<file path="src/rtl/pipeline_hazard_ctrl.sv">
// -----------------------------------------------------------------------------
// pipeline_hazard_ctrl
// Hazard controller for a five-stage in-order pipeline. It issues the
// pipeline-register write enables and NOP-insertion controls for three cases:
// a load-use data hazard, a taken branch resolved in EX, and a data-memory
// access that has not completed. It also keeps a few statistics counters.
//
// Ports
//   clk            in   rising-edge clock for all state
//   reset          in   synchronous, active-high reset
//   id_valid       in   ID stage holds a real instruction
//   id_rn          in   [4:0] ID first source register
//   id_rm          in   [4:0] ID second source register (after Reg2Loc select)
//   id_uses_rm     in   ID instruction reads id_rm
//   ex_valid       in   EX stage holds a real instruction
//   ex_rd          in   [4:0] EX destination register
//   ex_mem_read    in   EX instruction is a load
//   ex_br_taken    in   EX resolved a taken branch
//   mem_req        in   MEM stage is accessing data memory
//   mem_ready      in   data memory completes the access this cycle
//   pc_en, ifid_en, idex_en, exmem_en   out  PC / pipeline register enables
//   ifid_flush, idex_bubble, memwb_bubble out  load a NOP into that register
//   mem_timeout    out  sticky flag: a memory wait ran out of patience
//   stall_cycles   out  [31:0] cycles with pc_en low (saturating)
//   branch_flushes out  [15:0] taken branches that caused a flush (saturating)
// -----------------------------------------------------------------------------
module pipeline_hazard_ctrl (
    input  logic        clk,
    input  logic        reset,
    input  logic        id_valid,
    input  logic [4:0]  id_rn,
    input  logic [4:0]  id_rm,
    input  logic        id_uses_rm,
    input  logic        ex_valid,
    input  logic [4:0]  ex_rd,
    input  logic        ex_mem_read,
    input  logic        ex_br_taken,
    input  logic        mem_req,
    input  logic        mem_ready,
    output logic        pc_en,
    output logic        ifid_en,
    output logic        idex_en,
    output logic        exmem_en,
    output logic        ifid_flush,
    output logic        idex_bubble,
    output logic        memwb_bubble,
    output logic        mem_timeout,
    output logic [31:0] stall_cycles,
    output logic [15:0] branch_flushes
);

    typedef enum logic [1:0] {
        S_RUN      = 2'd0,
        S_FLUSH    = 2'd1,
        S_MEM_WAIT = 2'd2
    } state_t;

    state_t      r_state;
    state_t      w_next;
    logic [7:0]  r_wait_cnt;
    logic        r_timeout;
    logic [31:0] r_stall_cnt;
    logic [15:0] r_br_cnt;

    logic w_load_use;
    logic w_branch;
    logic w_mem_stall;
    logic w_freeze;
    logic w_enter_wait;
    logic w_enter_flush;
    logic w_timeout_hit;

    function automatic logic [31:0] sat_inc32(input logic [31:0] v);
        return (v == 32'hFFFF_FFFF) ? v : v + 32'd1;
    endfunction

    function automatic logic [15:0] sat_inc16(input logic [15:0] v);
        return (v == 16'hFFFF) ? v : v + 16'd1;
    endfunction

    // XZR (register 31) is hard-wired zero, so a load targeting it never
    // produces a value anyone can depend on.
    assign w_load_use  = ex_valid & ex_mem_read & (ex_rd != 5'd31) & id_valid &
                         ((ex_rd == id_rn) | (id_uses_rm & (ex_rd == id_rm)));
    assign w_branch    = ex_valid & ex_br_taken;
    assign w_mem_stall = mem_req & ~mem_ready;

    always_comb begin
        w_next        = r_state;
        pc_en         = 1'b1;
        ifid_en       = 1'b1;
        idex_en       = 1'b1;
        exmem_en      = 1'b1;
        ifid_flush    = 1'b0;
        idex_bubble   = 1'b0;
        memwb_bubble  = 1'b0;
        w_freeze      = 1'b0;
        w_enter_wait  = 1'b0;
        w_enter_flush = 1'b0;
        w_timeout_hit = 1'b0;

        if (reset) begin
            // Enables stay high so every pipeline register captures a NOP.
            ifid_flush   = 1'b1;
            idex_bubble  = 1'b1;
            memwb_bubble = 1'b1;
            w_next       = S_RUN;
        end else begin
            case (r_state)
                S_RUN: begin
                    // Priority: memory stall > taken branch > load-use.
                    // A frozen branch stays in EX and is re-evaluated later.
                    if (w_mem_stall) begin
                        w_freeze     = 1'b1;
                        w_enter_wait = 1'b1;
                        w_next       = S_MEM_WAIT;
                    end else if (w_branch) begin
                        ifid_flush    = 1'b1;
                        idex_bubble   = 1'b1;
                        w_enter_flush = 1'b1;
                        w_next        = S_FLUSH;
                    end else if (w_load_use) begin
                        pc_en       = 1'b0;
                        ifid_en     = 1'b0;
                        idex_bubble = 1'b1;
                    end
                end
                S_FLUSH: begin
                    // Second flush cycle covers the synchronous instruction
                    // memory, which already fetched down the wrong path.
                    if (w_mem_stall) begin
                        w_freeze     = 1'b1;
                        w_enter_wait = 1'b1;
                        w_next       = S_MEM_WAIT;
                    end else begin
                        ifid_flush = 1'b1;
                        w_next     = S_RUN;
                    end
                end
                S_MEM_WAIT: begin
                    if (!mem_ready) begin
                        w_freeze = 1'b1;
                        // This is the 255th waiting cycle: give up.
                        if (r_wait_cnt == 8'd254) begin
                            w_timeout_hit = 1'b1;
                            w_next        = S_RUN;
                        end
                    end else begin
                        w_next = S_RUN;
                    end
                end
                default: w_next = S_RUN;
            endcase

            if (w_freeze) begin
                pc_en        = 1'b0;
                ifid_en      = 1'b0;
                idex_en      = 1'b0;
                exmem_en     = 1'b0;
                ifid_flush   = 1'b0;
                idex_bubble  = 1'b0;
                memwb_bubble = 1'b1;
            end
        end
    end

    always_ff @(posedge clk) begin
        if (reset) begin
            r_state     <= S_RUN;
            r_wait_cnt  <= 8'd0;
            r_timeout   <= 1'b0;
            r_stall_cnt <= 32'd0;
            r_br_cnt    <= 16'd0;
        end else begin
            r_state <= w_next;
            if (w_enter_wait) begin
                r_wait_cnt <= 8'd0;
            end else if ((r_state == S_MEM_WAIT) && !mem_ready) begin
                r_wait_cnt <= r_wait_cnt + 8'd1;
            end
            if (w_timeout_hit) begin
                r_timeout <= 1'b1;
            end
            if (!pc_en) begin
                r_stall_cnt <= sat_inc32(r_stall_cnt);
            end
            if (w_enter_flush) begin
                r_br_cnt <= sat_inc16(r_br_cnt);
            end
        end
    end

    assign mem_timeout    = r_timeout;
    assign stall_cycles   = r_stall_cnt;
    assign branch_flushes = r_br_cnt;

endmodule
</file>
<file path="config.mk">
export PLATFORM = sky130hd
export DESIGN_NAME = pipeline_hazard_ctrl
export DESIGN_NICKNAME = d
export VERILOG_FILES = /design/src/rtl/pipeline_hazard_ctrl.sv
export SDC_FILE = /design/constraint.sdc
export NUM_CORES = 1
export LEC_CHECK = 0
export CAP_MARGIN = 15
export CORE_UTILIZATION = 53
export DETAILED_ROUTE_END_ITERATION = 16
export GPL_TIMING_DRIVEN = 0
export PLACE_DENSITY_LB_ADDON = 0.08
export REMOVE_ABC_BUFFERS = 1
export SKIP_LAST_GASP = 1
export SLEW_MARGIN = 20
export SYNTH_ARGS = -nofsm -noshare
export SYNTH_HDL_FRONTEND = slang
export SYNTH_SLANG_ARGS = --single-unit
</file>
<file path="constraint.sdc">
create_clock -name clk -period 6.28 [get_ports clk]
set_input_delay 0.628 -clock clk [delete_from_list [all_inputs] [get_ports clk]]
set_output_delay 0.628 -clock clk [all_outputs]
set_load 0.02 [all_outputs]
</file>
==> flow_summary.json, run 1 <==
{
  "clockRootBuffer": "clkbuf_8",
  "coreArea_um2": 5570,
  "syn_area_per_cell_um2": 8.44,
  "drc": 0,
  "final_common_cell": "clkdlybuf4s50_1",
  "hold_viol_final": 0,
  "cp.arrival_ns": 2.85,
  "cts_tree": "built",
  "diodes": 0,
  "wl_um": 7280,
  "num_vias": 3011,
  "cts.clk_slew.worst_paths_ns": 0.06,
  "die_area_um2": 6150,
  "crit_path_max_incr_delay_ns": 0.71,
  "post-cts-setup-buffers": 0,
  "drtPass1Iterations": 4,
  "holdCritPathClass": "reg2reg",
  "ys_seq_area_frac": 0.381,
  "synthArstFlopShare": 0,
  "htreeDepth": 3,
  "path_cells": "clkdlybuf4s50_1 > nand2_1 > o2111ai_1 > nor4_1 > a21boi_4 > clkdlybuf4s50_1",
  "syn_inst": 367,
  "hp-start": "stall_cycles[25]",
  "portBuffers": 79,
  "drive_gt1_frac": 0.0658,
  "seq_power_share": 0.491,
  "maxCapViolCount": 0,
  "leakagePower_nw": 1.35,
  "power_density_nw_per_um2": 188,
  "dpl.hpwl_um": 5090,
  "fill_cells": 452,
  "grt_pass1_wl_um": 12300,
  "synth-warning-count": 0,
  "p_sw_frac": 0.226,
  "crit_buf_inv": 2,
  "ys.flop_type": "dfxtp_1",
  "cp-end-kind": "output pin",
  "setup_ws_ns": 2.80,
  "fmax_mhz": 287,
  "rsz0062_at_grt": "no",
  "power_frac_comb": 0.087,
  "clk_latency_ns": 0.33,
  "cp_max_fo": 20,
  "ctsHoldBuffers": 0,
  "final_cell_mix": "78 x clkdlybuf4s50_1, 59 x dfxtp_1, 38 x nor2_1, 30 x a21oi_1, 26 x nand2_1",
  "slowest_stage": "clkdlybuf4s50_1",
  "finalCritPeriodShare": 0.554,
  "grt_start_max_net_pins": 38,
  "wl_per_cell_um": 14.2,
  "p_int_mw": 0.597,
  "crit_start": "ex_rd[3]",
  "final_core_util": 0.736,
  "grt_overflow_total": 0,
  "grt_pass1_vias": 2678,
  "cts.repair.resized": 0,
  "p_switching_mw": 0.174,
  "core.rowCount": 27,
  "relSlewSlack": 0.357,
  "worstMarginPinSlew_ns": 0.955,
  "postRouteAntennaNets": 0,
  "fin_hold_ws_ns": 0.500,
  "fin_nets": 466,
  "slew_viol_final": 0,
  "syn_to_final_growth_pct": 32.4,
  "outcome": "finished clean",
  "finalClockSkew_ns": 0.00855,
  "viasPerCell": 5.87,
  "clkPwrFrac": 0.422,
  "dp_slack_ns": 2.82,
  "syn-cell-area_um2": 3100,
  "worst_ir_drop_vdd_v": 0.000180,
  "grtUsageTotal": 0.250,
  "start_kind": "input port",
  "min_period_ns": 3.48,
  "synth_edf_count": 0,
  "setup_viol": 0,
  "synth_seq_cells": 59,
  "rr_startpoint": "stall_cycles[3]",
  "cp.required_ns": 5.65,
  "antenna_found_initial": 0,
  "drt_iter0_drc": 129,
  "critPathKind": "in2out",
  "synthDistinctLibCells": 46,
  "path_delay_family": "buffers and inverters",
  "clockBufferDepth": 2,
  "cts_made_buffers": 9,
  "path_common_cell": "clkdlybuf4s50_1",
  "die_w_um": 78.4,
  "die_h_um": 78.4,
  "top_level_ports": 80,
  "gp_congestion": 0.803,
  "initial_utilization": 0.556,
  "clkSinkCount": 59
}
## final cells by class
cell class                 instances  area [um2]  share of cell area
clock buffer                      11         141              0.0345
clock inverter                     3        40.0             0.00977
inverter                           8        30.0             0.00732
multi-input combinational        278        1780               0.435
sequential                        59        1180               0.288
tap                               72        90.1              0.0220
timing repair buffer              82         836               0.204
## cells in the mapped netlist (2+ instances only)
library cell / n / area (um2)
buf_4: 6 / 45.0
nor4_1: 5 / 31.3
o21ai_0: 8 / 40.0
dfxtp_1: 59 / 1180
nand4_1: 15 / 93.8
clkbuf_1: 12 / 45.0
o311ai_0: 3 / 26.3
xor2_1: 10 / 87.6
nor2_1: 38 / 143
nor2b_1: 3 / 18.8
and4_1: 5 / 43.8
a21oi_1: 30 / 150
nor3_1: 3 / 15.0
nand2b_1: 4 / 25.0
nand3_1: 21 / 105
inv_1: 8 / 30.0
mux2_2: 3 / 33.8
o41ai_1: 3 / 26.3
or4_1: 22 / 165
ha_1: 4 / 50.1
o31ai_1: 22 / 165
and2_1: 4 / 25.0
nand2_1: 26 / 97.6
xnor2_1: 20 / 175
buf_2: 3 / 15.0
or3_1: 4 / 25.0
o31a_1: 2 / 17.5
and3_1: 6 / 37.5
## kinds of logic after synthesis
family,after synthesis,synth area share
compound gates,76,0.161
xor+xnor,30,0.0848
fa+ha+maj,4,0.0162
buf+inv,30,0.0473
flops,59,0.381
mux,3,0.0109
simple gates,165,0.299
## worst min-delay path, stage by stage (launching register included)
cell,delay (ns)
dfxtp_1,0.33
o31ai_1,0.07
a21oi_1,0.06
## power by group through the flow
stage / Combinational [mW] / Clock [mW] / Sequential [mW]
6_report: 0.0668 / 0.326 / 0.379
5_1_grt: 0.0726 / 0.352 / 0.379
4_1_cts: 0.0670 / 0.335 / 0.379
3_5_place_dp: 0.0667 / 0 / 0.387
3_3_place_gp: 0.0613 / 0 / 0.387
2_1_floorplan: 0.0261 / 0 / 0.388
## sequential cells by signal (all words and copies together), names as in the netlist
register        cells
branch_flushes     16
mem_timeout         1
r_state             2
r_wait_cnt          8
stall_cycles       32
## layer usage
metal  up-vias  share of wire  track usage
met2        76           0.50        0.442
met4         0         0.0082       0.0648
met5         -              0            0
met1      1425           0.45        0.297
li1       1502              -            -
met3         8          0.041       0.0686
## metrics by stage
step	TNS [ns]	cell area, um2	total power, mW	instances
finish	0	4100	0.772	513
global route	0	4100	0.803	513
CTS	0	4100	0.781	513
detailed placement	0	3920	0.454	499
global placement	-1.68	3860	0.448	496
floorplan	0	2980	0.414	345
## worst paths after layout
| check | cells after the start | end | slack, ns |
|---|---|---|---|
| worst max-delay path | 6 | ifid_en | 2.80 |
| worst min-delay path | 2 | stall_cycles[25] | 0.50 |
| worst max register to register | 6 | stall_cycles[28] | 3.74 |
| worst min register to register | 2 | stall_cycles[25] | 0.50 |
Note: power is estimated with default switching activity, not from simulation.
==> run 2: changes to the inputs <==
--- a/config.mk
+++ b/config.mk
@@ -6,7 +6,7 @@
 export NUM_CORES = 1
 export LEC_CHECK = 0
 export CAP_MARGIN = 15
-export CORE_UTILIZATION = 53
+export CORE_UTILIZATION = 49
 export DETAILED_ROUTE_END_ITERATION = 16
 export GPL_TIMING_DRIVEN = 0
 export PLACE_DENSITY_LB_ADDON = 0.08
==> constraint.sdc (replaced) <==
create_clock -name clk -period 3.45 [get_ports clk]
set_input_delay 0.345 -clock clk [delete_from_list [all_inputs] [get_ports clk]]
set_output_delay 0.345 -clock clk [all_outputs]
set_load 0.02 [all_outputs]
==> flow_summary.json, run 2 (synthesized netlist as in run 1, its figures left out) <==
{
  "worstReg2RegEnd": "stall_cycles[28]",
  "p_sw_frac": 0.238,
  "cts.repair.resized": 0,
  "post-cts-setup-buffers": 0,
  "seq_power_share": 0.481,
  "holdCritPathClass": "in2reg",
  "cts_made_buffers": 9,
  "final_cell_mix": "78 x clkdlybuf4s50_1, 59 x dfxtp_1, 38 x nor2_1, 30 x a21oi_1, 26 x nand2_1",
  "rr_startpoint": "stall_cycles[3]",
  "top_level_ports": 80,
  "cts.clk_slew.worst_paths_ns": 0.06,
  "largest_reg_flops": 32,
  "fmax_mhz": 316,
  "grt_pass1_wl_um": 11700,
  "critPathKind": "in2out",
  "htreeDepth": 3,
  "gp_congestion": 0.775,
  "crit_path_max_incr_delay_ns": 0.62,
  "multi_input_area_um2": 1780,
  "rsz0062_at_grt": "no",
  "maxCapViolCount": 0,
  "syn_to_final_growth_pct": 32.8,
  "start_kind": "input port",
  "reg2regPathDepth": 6,
  "cp_max_fo": 38,
  "drive_gt1_frac": 0.0679,
  "viasPerCell": 5.75,
  "path_cells": "clkdlybuf4s50_1 > nand3_1 > o2111ai_1 > nor4_1 > a21boi_4 > buf_16 > clkdlybuf4s50_1",
  "post_dp_cell_area_um2": 3920,
  "worst_ir_drop_vdd_v": 0.000287,
  "path_delay_family": "buffers and inverters",
  "clk_latency_ns": 0.34,
  "path_common_cell": "clkdlybuf4s50_1",
  "worstMarginPinSlew_ns": 0.885,
  "grtUsageTotal": 0.228,
  "fin_nets": 465,
  "diodes": 0,
  "clkPwrFrac": 0.436,
  "num_vias": 2972,
  "crit_end": "pc_en",
  "crit_start": "ex_rd[1]",
  "cp.arrival_ns": 2.82,
  "wl_um": 7170,
  "slew_viol_final": 0,
  "drc": 0,
  "min_period_ns": 3.17,
  "ctsHoldBuffers": 0,
  "fin_hold_ws_ns": 0.381,
  "die_area_um2": 6640,
  "reg2reg_slack_ns": 0.90,
  "grt_pass1_vias": 2558,
  "grt_start_max_net_pins": 39,
  "p_switching_mw": 0.342,
  "crit_cells": 7,
  "coreArea_um2": 5990,
  "die_h_um": 81.5,
  "cts_tree": "built",
  "clockRootBuffer": "clkbuf_8",
  "wl_per_cell_um": 13.9,
  "grt_overflow_total": 0,
  "design_area_um2": 4110,
  "die_w_um": 81.5,
  "power_density_nw_per_um2": 349,
  "final_common_cell": "clkdlybuf4s50_1",
  "drtPass1Iterations": 4,
  "setup_viol": 0,
  "clockBufferDepth": 2,
  "cp.required_ns": 3.11,
  "finalCritPeriodShare": 0.918,
  "regArea_um2": 1180,
  "relSlewSlack": 0.405,
  "initial_utilization": 0.517,
  "leakagePower_nw": 1.35,
  "antenna_found_initial": 0,
  "drt_iter0_drc": 141,
  "outcome": "finished clean",
  "finalClockSkew_ns": 0.0111,
  "p_int_mw": 1.09,
  "slowest_stage": "clkdlybuf4s50_1",
  "clkSinkCount": 59,
  "postRouteAntennaNets": 0,
  "hold_viol_final": 0,
  "crit_buf_inv": 3,
  "core.rowCount": 28,
  "dpl.hpwl_um": 5030,
  "fill_cells": 502,
  "cp-end-kind": "output pin",
  "portBuffers": 79,
  "power_frac_comb": 0.084
}
-- run 2: worst min-delay path by stage --
stage                                    end  slack, ns        startpoint  depth (start not counted)
after floorplan            branch_flushes[1]       0.41             reset                          1
after global placement         r_wait_cnt[7]       0.47     r_wait_cnt[7]                          2
after detailed placement    stall_cycles[17]       0.49  stall_cycles[17]                          2
after CTS                         r_state[1]       0.38             reset                          2
after global routing             mem_timeout       0.39             reset                          2
final                     branch_flushes[12]       0.38             reset                          2
-- run 2: power by group through the flow --
stage	combinational, mW	clock [mW]	sequential (mW)
floorplan	0.0475	0	0.707
global placement	0.112	0	0.705
detailed placement	0.121	0	0.705
CTS	0.121	0.638	0.690
global route	0.132	0.671	0.690
finish	0.120	0.625	0.690
-- run 2: per-stage QoR --
| stage | TNS [ns] | power [mW] | setup slack (ns) | util | instances |
|---|---|---|---|---|---|
| 2_1_floorplan | -13.63 | 0.754 | -0.552 | - | 345 |
| 6_report | 0 | 1.44 | 0.283 | 0.687 | 517 |
| 5_1_grt | 0 | 1.49 | 0.112 | 0.687 | 517 |
| 4_1_cts | 0 | 1.45 | 0.272 | 0.687 | 517 |
| 3_3_place_gp | -88.63 | 0.817 | -3.17 | 0.645 | 499 |
| 3_5_place_dp | 0 | 0.826 | 0.276 | 0.654 | 501 |
-- run 2: cell type report --
| type | instances | area share |
|---|---|---|
| clock inverters | 5 | 0.0128 |
| flip-flops and latches | 59 | 0.287 |
| repair buffers | 81 | 0.203 |
| clock buffers | 11 | 0.0344 |
| inverters | 8 | 0.00730 |
| well taps | 75 | 0.0228 |
| multi-input cells | 278 | 0.433 |
-- run 2: routing by layer --
metal | up-vias | track usage | part of all wire
li1 | 1499 | - | -
met1 | 1404 | 0.272 | 0.45
met2 | 65 | 0.393 | 0.50
met3 | 4 | 0.0578 | 0.045
met4 | 0 | 0.0786 | 0.0077
met5 | - | 0 | 0
==> run 3: changes to the inputs <==
--- a/config.mk
+++ b/config.mk
@@ -6,9 +6,11 @@
 export NUM_CORES = 1
 export LEC_CHECK = 0
 export CAP_MARGIN = 15
+export CORE_ASPECT_RATIO = 1.2
 export CORE_UTILIZATION = 49
 export DETAILED_ROUTE_END_ITERATION = 16
 export GPL_TIMING_DRIVEN = 0
+export MAX_ROUTING_LAYER = met4
 export PLACE_DENSITY_LB_ADDON = 0.08
 export REMOVE_ABC_BUFFERS = 1
 export SKIP_LAST_GASP = 1
==> flow_summary.json, run 3 (synthesized netlist as in run 1, its figures left out) <==
{
  "setup_ws_ns": 0.429,
  "hold_viol_final": 0,
  "die_w_um": 74.6,
  "fmax_mhz": 331,
  "largest_reg_flops": 32,
  "start_kind": "input port",
  "wl_per_cell_um": 14.0,
  "gp_congestion": 0.858,
  "regArea_um2": 1180,
  "diodes": 0,
  "drtPass1Iterations": 4,
  "grt_pass1_vias": 2605,
  "core.rowCount": 31,
  "clockRootBuffer": "clkbuf_8",
  "rsz0062_at_grt": "no",
  "design_area_um2": 4160,
  "fill_cells": 518,
  "post_dp_cell_area_um2": 3930,
  "setup_viol": 0,
  "cp.arrival_ns": 2.68,
  "cts_made_buffers": 9,
  "critPathKind": "in2out",
  "multi_input_area_um2": 1780,
  "clockBufferDepth": 2,
  "p_total_mw": 1.53,
  "portBuffers": 79,
  "antenna_found_initial": 0,
  "final_common_cell": "clkdlybuf4s50_1",
  "slowest_stage": "clkdlybuf4s50_1",
  "wl_um": 7330,
  "coreArea_um2": 6050,
  "ctsHoldBuffers": 0,
  "fin_hold_ws_ns": 0.390,
  "clk_latency_ns": 0.34,
  "drc": 0,
  "min_period_ns": 3.02,
  "cp_max_fo": 23,
  "cts_tree": "built",
  "path_common_cell": "clkdlybuf4s50_1",
  "grtUsageTotal": 0.236,
  "cp.required_ns": 3.11,
  "finalCritPeriodShare": 0.876,
  "dp_slack_ns": 0.430,
  "leakagePower_nw": 1.37,
  "die_area_um2": 6640,
  "top_level_ports": 80,
  "viasPerCell": 5.69,
  "slew_viol_final": 0,
  "post-cts-setup-buffers": 0,
  "fin_nets": 466,
  "drive_gt1_frac": 0.0722,
  "htreeDepth": 3,
  "die_h_um": 89.1,
  "grt_overflow_total": 0,
  "worstMarginPinSlew_ns": 0.852,
  "path_cells": "clkdlybuf4s50_1 > nand3_1 > o2111ai_1 > nor4_1 > a21boi_4 > buf_8 > clkdlybuf4s50_1",
  "worst_ir_drop_vdd_v": 0.000319,
  "maxCapViolCount": 0,
  "drt_iter0_drc": 167,
  "holdCritPathClass": "in2reg",
  "initial_utilization": 0.512,
  "final_cell_mix": "78 x clkdlybuf4s50_1, 59 x dfxtp_1, 38 x nor2_1, 30 x a21oi_1, 26 x nand2_1",
  "dpl.hpwl_um": 5100,
  "relSlewSlack": 0.427,
  "cp-end-kind": "output pin",
  "syn_to_final_growth_pct": 34.3,
  "grt_pass1_wl_um": 11800,
  "cts.repair.resized": 0,
  "postRouteAntennaNets": 0,
  "outcome": "finished clean",
  "power_density_nw_per_um2": 367,
  "clkSinkCount": 59,
  "finalClockSkew_ns": 0.00628,
  "grt_start_max_net_pins": 38,
  "crit_path_max_incr_delay_ns": 0.62,
  "cts.clk_slew.worst_paths_ns": 0.06,
  "num_vias": 2987
}
==> run 3: worst max-delay path: cells and delay by family <==
family / cells / cell delay, ns
compound gates: 2 / 0.69
simple gates: 2 / 0.23
buf+inv: 3 / 1.40
==> run 3: path summary, 6_finish.rpt <==
kind | start | to | slack (ns) | cells past startpoint
hold / removal | reset | branch_flushes[0] | 0.39 | 2
setup reg to reg | stall_cycles[3] | stall_cycles[28] | 0.89 | 6
setup / recovery | ex_rd[2] | ifid_en | 0.43 | 7
hold reg to reg | stall_cycles[31] | stall_cycles[31] | 0.49 | 2
==> run 3: final cells by class <==
class | count | share of cell area
multi-input combinational | 278 | 0.429
sequential | 59 | 0.284
timing repair buffer | 82 | 0.201
clock buffer | 11 | 0.0364
tap | 82 | 0.0247
clock inverter | 5 | 0.0181
inverter | 8 | 0.00722
==> run 3: metrics by stage <==
step,TNS (ns),util,instances
after floorplan,-13.63,-,345
after global placement,-86.90,0.640,506
after detailed placement,0,0.650,509
after CTS,0,0.687,525
after global routing,0,0.687,525
final,0,0.687,525
==> run 3: metal layers <==
| layer | wire, um | share of wire | vias up | global-route usage |
|---|---|---|---|---|
| met1 | 3220 | 0.44 | 1402 | 0.279 |
| met3 | 243 | 0.033 | 15 | 0.0383 |
| li1 | - | - | 1510 | - |
| met4 | 155 | 0.021 | 0 | 0.111 |
| met2 | 3710 | 0.51 | 60 | 0.388 |
| met5 | 0 | 0 | - | - |
==> run 3: power breakdown <==
group | total (mW) | switching, mW | internal, mW | leakage [nW]
combinational | 0.121 | 0.0623 | 0.0590 | 0.777
clock | 0.716 | 0.273 | 0.442 | 0.119
sequential | 0.690 | 0.00499 | 0.685 | 0.476
total | 1.53 | 0.341 | 1.19 | 1.37
